**config.mk**
```make
export PLATFORM = sky130hd
export DESIGN_NAME = project3
export DESIGN_NICKNAME = d
export VERILOG_FILES = /design/src/rtl/project3.sv
export SDC_FILE = /design/constraint.sdc
export NUM_CORES = 1
export LEC_CHECK = 0
export BUFFER_PORTS_ARGS = -buffer_cell sky130_fd_sc_hd__buf_2
export CAP_MARGIN = 20
export CORE_MARGIN = 2
export CORE_UTILIZATION = 55
export DETAILED_ROUTE_END_ITERATION = 10
export GPL_TIMING_DRIVEN = 0
export PLACE_DENSITY = 0.72
export SETUP_SLACK_MARGIN = 0.2
export SLEW_MARGIN = 25
export SYNTH_ARGS = -nofsm -noshare
export SYNTH_HDL_FRONTEND = slang
export SYNTH_SLANG_ARGS = --single-unit
```
**constraint.sdc**
```tcl
create_clock -name clk -period 1.2 [get_ports clk]
set_input_delay 0.24 -clock clk [delete_from_list [all_inputs] [get_ports clk]]
set_output_delay 0.24 -clock clk [all_outputs]
set_load 0.02 [all_outputs]
```
**src/rtl/project3.sv**
```systemverilog
// project3: 16-bit signed two-operand calculator ALU, single-cycle compute,
// registered result and overflow/error flag.
`default_nettype none

module project3 #(
  parameter int WIDTH = 16
) (
  input  logic             clk,
  input  logic             rst_n,
  input  logic [WIDTH-1:0] A,
  input  logic [WIDTH-1:0] B,
  input  logic [3:0]       Opcode,
  output logic [WIDTH-1:0] print,
  output logic             ov
);

  localparam logic [3:0] OP_ADD = 4'd0;
  localparam logic [3:0] OP_SUB = 4'd1;
  localparam logic [3:0] OP_MUL = 4'd2;
  localparam logic [3:0] OP_DIV = 4'd3;
  localparam logic [3:0] OP_INC = 4'd4;
  localparam logic [3:0] OP_DEC = 4'd5;
  localparam logic [3:0] OP_AND = 4'd6;
  localparam logic [3:0] OP_XOR = 4'd7;
  localparam logic [3:0] OP_OR  = 4'd8;
  localparam logic [3:0] OP_NOT = 4'd9;

  localparam logic [WIDTH-1:0] MIN_VAL = {1'b1, {(WIDTH-1){1'b0}}};
  localparam logic [WIDTH-1:0] MAX_VAL = {1'b0, {(WIDTH-1){1'b1}}};
  localparam logic [WIDTH-1:0] ONE     = {{(WIDTH-1){1'b0}}, 1'b1};

  logic [WIDTH-1:0]          sum;
  logic [WIDTH-1:0]          diff;
  logic signed [2*WIDTH-1:0] prod;
  logic [WIDTH-1:0]          div_b;
  logic signed [WIDTH-1:0]   quot;
  logic                      b_zero;
  logic                      div_ovf;

  logic [WIDTH-1:0] print_d, print_q;
  logic             ov_d, ov_q;

  assign sum     = A + B;
  assign diff    = A - B;
  assign prod    = $signed(A) * $signed(B);
  assign b_zero  = (B == '0);
  assign div_ovf = (A == MIN_VAL) && (B == '1);
  // Substitute a harmless divisor so the divider never sees zero.
  assign div_b   = b_zero ? ONE : B;
  assign quot    = $signed(A) / $signed(div_b);

  always_comb begin
    print_d = '0;
    ov_d    = 1'b0;
    case (Opcode)
      OP_ADD: begin
        print_d = sum;
        ov_d    = (A[WIDTH-1] == B[WIDTH-1]) && (sum[WIDTH-1] != A[WIDTH-1]);
      end
      OP_SUB: begin
        print_d = diff;
        ov_d    = (A[WIDTH-1] != B[WIDTH-1]) && (diff[WIDTH-1] != A[WIDTH-1]);
      end
      OP_MUL: begin
        print_d = prod[WIDTH-1:0];
        ov_d    = (prod != {{WIDTH{prod[WIDTH-1]}}, prod[WIDTH-1:0]});
      end
      OP_DIV: begin
        if (b_zero) begin
          print_d = '0;
          ov_d    = 1'b1;
        end else if (div_ovf) begin
          print_d = MIN_VAL;
          ov_d    = 1'b1;
        end else begin
          print_d = quot;
        end
      end
      OP_INC: begin
        print_d = A + ONE;
        ov_d    = (A == MAX_VAL);
      end
      OP_DEC: begin
        print_d = A - ONE;
        ov_d    = (A == MIN_VAL);
      end
      OP_AND:  print_d = A & B;
      OP_XOR:  print_d = A ^ B;
      OP_OR:   print_d = A | B;
      OP_NOT:  print_d = ~A;
      default: begin
        print_d = '0;
        ov_d    = 1'b0;
      end
    endcase
  end

  always_ff @(posedge clk or negedge rst_n) begin
    if (!rst_n) begin
      print_q <= '0;
      ov_q    <= 1'b0;
    end else begin
      print_q <= print_d;
      ov_q    <= ov_d;
    end
  end

  assign print = print_q;
  assign ov    = ov_q;

endmodule

`default_nettype wire

```
==> out/qor.txt <==
Number of synthesized register bits: 17
Synth Net Count: 3316
Failing checks: negative setup slack
Max_slew headroom: 0.273
CP max stage cell: or4_4
Post-DP Area: 23400 um^2
FILL cells: 2984
Largest family of logic cells by synthesized area: adder cells
Cell area after synthesis: 21300 um^2
Sequential area share after synthesis: 0.0200
Vias in the first global route: 22724
Outcome: complete, but fails checks
Final Hold Viols: 0
Leakage: 12.7 nW
Buffers plus inverters on the worst setup path: 21
Synth Instances: 2728
Reg power frac: 0.010
Vias: 22936
Levels on crit path: 148
Setup WS post-layout: -29340 ps
Final Critical Period: 30540 ps
Post-Route WL: 86000 um
RSZ-0062 raised after global routing: yes
Die Y: 201 um
I/O Buffers: 54
Adder-Cell Fraction of Synth Area: 0.417
Post-Synth Simple-Gate Area: 0.189
Async set or reset register ratio after synthesis: 1.00
Clock Root Buffer: clkbuf_16
EDFF count, synth: 0
IO Pins: 55
Maxcap violations: 0
Share of cells above drive strength 1: 0.251
Hpwl dp: 64700 um
Required time worst endpoint: 1280 ps
Final Net Count: 3623
WL per Instance: 24.2 um
Worst-Margin Slew: 1080 ps
Most common cell after layout, fill and taps aside: inv_1
Final GP Congestion: 0.992
Grt ovf: 0
Synth-to-Final Area Change: 29.6%
Worst setup EP type: flip-flop
Initial DRC count: 2398
Peak supply drop: 12000 uV
DR pass1 iterations: 6
DRC Markers: 0
Final setup fails: 17
Vias per inst: 6.45
Top FF cell, synth: dfrtp_1
Initial antenna violation count: 5
Synth warn: 0
Starting Density: 0.554
CP startpoint: B[10]
Synth Area in Compound Gates: 0.197
Pint: 36.0 mW
Crit path DAT: 30620 ps
Xor/xnor share of the synthesized area: 0.0635
CTS buffer count: 3
CTS tree: yes
First-pass GRT wire length: 131000 um
Setup crit end: print[12]
Leading cell types in the layout, fill and taps excluded: inv_1 (374), nor2_1 (293), fa_1 (257)
Crit path max-delay family: compound AO/OA/AOI/OAI gates
FP Rows: 72
Die span in x: 201 um
Clock Path Buffers: 2
Pin count of the biggest net entering global routing: 18
Total GRT Usage: 0.416
Switching power total: 44.9 mW
Core area: 38400 um^2
CTS clock-pin slew for the worst setup and hold paths: 50 ps
Clock Sink Count: 17
Hold Crit Class: in2async
Post-synth cell types: 88
Sw frac: 0.555
Setup TNS Final: -473430 ps
H-Tree Depth: 1
Die area: 40200 um^2
Antenna Nets Post-Route: 0
CP startpoint kind: primary input
Crit Path Max Fanout: 7
Combinational Power Share: 0.983
Syn_area_per_cell: 7.79 um^2
CP peak stage delay: 610 ps
Design Area, Final: 27500 um^2
Clock share of power: 0.008
Pwr/cell area: 2940 nW/um^2
Worst hold margin: 443 ps
CP Class: in2reg
Fmax: 0.0327 GHz
Mux cell area share after synthesis: 0.0235
Slew Limit Fails: 0
Fin crit share: 25.5
[what timing repair did]
item,in CTS,in global routing
setup buffers,178,58
hold buffers,1,0
gates cloned,1,1
hold endpoints to repair,17,0
resized for setup,342,126
pin swaps,177,135
endpoints found under the setup margin,19,32
[synthesized netlist by cell type, types with 44 or more instances]
cell type	number	share of area
a21oi_1	140	0.033
a21o_1	59	0.021
o21ai_0	80	0.019
xnor2_1	102	0.042
ha_1	285	0.17
fa_1	265	0.25
nor2_1	315	0.056
nand2_1	196	0.035
inv_1	393	0.069
clkbuf_1	76	0.013
o21a_1	46	0.016
xor2_1	52	0.021
nor3_1	86	0.020
nand3_1	44	0.010
[layout make-up]
cell class                      instances  area [um^2]  area share
Antenna cell                            4         10.0    0.000364
Tap cell                              518          648      0.0235
Buffer                                 97         1200      0.0438
Sequential cell                        17          425      0.0154
Clock buffer                            3         75.1     0.00273
Multi-Input combinational cell       2208        21200       0.769
Timing Repair Buffer                  302         2390      0.0869
Inverter                              406         1590      0.0578
Clock inverter                          1         5.00    0.000182
[power by group through the flow]
stage               clock network, mW  logic, mW  registers [mW]
global route                    0.686       85.2           0.788
finish                          0.646       79.5           0.770
detailed placement                  0       64.2           0.744
floorplan                           0       52.4            1.01
global placement                    0       62.9           0.742
CTS                             0.653       75.1           0.749
[state kept, by name, indices dropped and copies added, names as in the netlist]
signal,cells
ov,1
print,16
[kinds of logic after synthesis]
kind of cell               count (synthesis)
xor gates and xnor gates                 154
adders and majority gates                550
DFF                                       17
buffers and inverters                    503
AOI/OAI and AO/OA                        606
and+or+nand+nor                          851
muxes                                     47
[per-layer routing]
| metal | wire [um] | GRT usage |
|---|---|---|
| met3 | 10100 | 0.0943 |
| met2 | 36400 | 0.630 |
| met4 | 5900 | 0.198 |
| met5 | 11 | 0 |
| met1 | 33600 | 0.564 |
[metrics by stage]
step / setup slack, ps / utilization / power (mW) / cells
2_1_floorplan: -27850 / - / 53.4 / 2728
3_5_place_dp: -34460 / 0.609 / 64.9 / 3309
5_1_grt: -30200 / 0.717 / 86.7 / 3554
3_3_place_gp: -34150 / 0.605 / 63.6 / 3300
4_1_cts: -28000 / 0.689 / 76.5 / 3493
6_report: -29340 / 0.718 / 80.9 / 3556
[how the worst min path moves through the flow]
stage / cells after the start / startpoint / to
floorplan: 0 / rst_n / ov
global placement: 1 / rst_n / print[1]
detailed placement: 1 / rst_n / print[2]
CTS: 2 / rst_n / print[2]
global route: 2 / rst_n / print[2]
finish: 2 / rst_n / print[2]
Note: power is estimated with default switching activity, not from simulation.
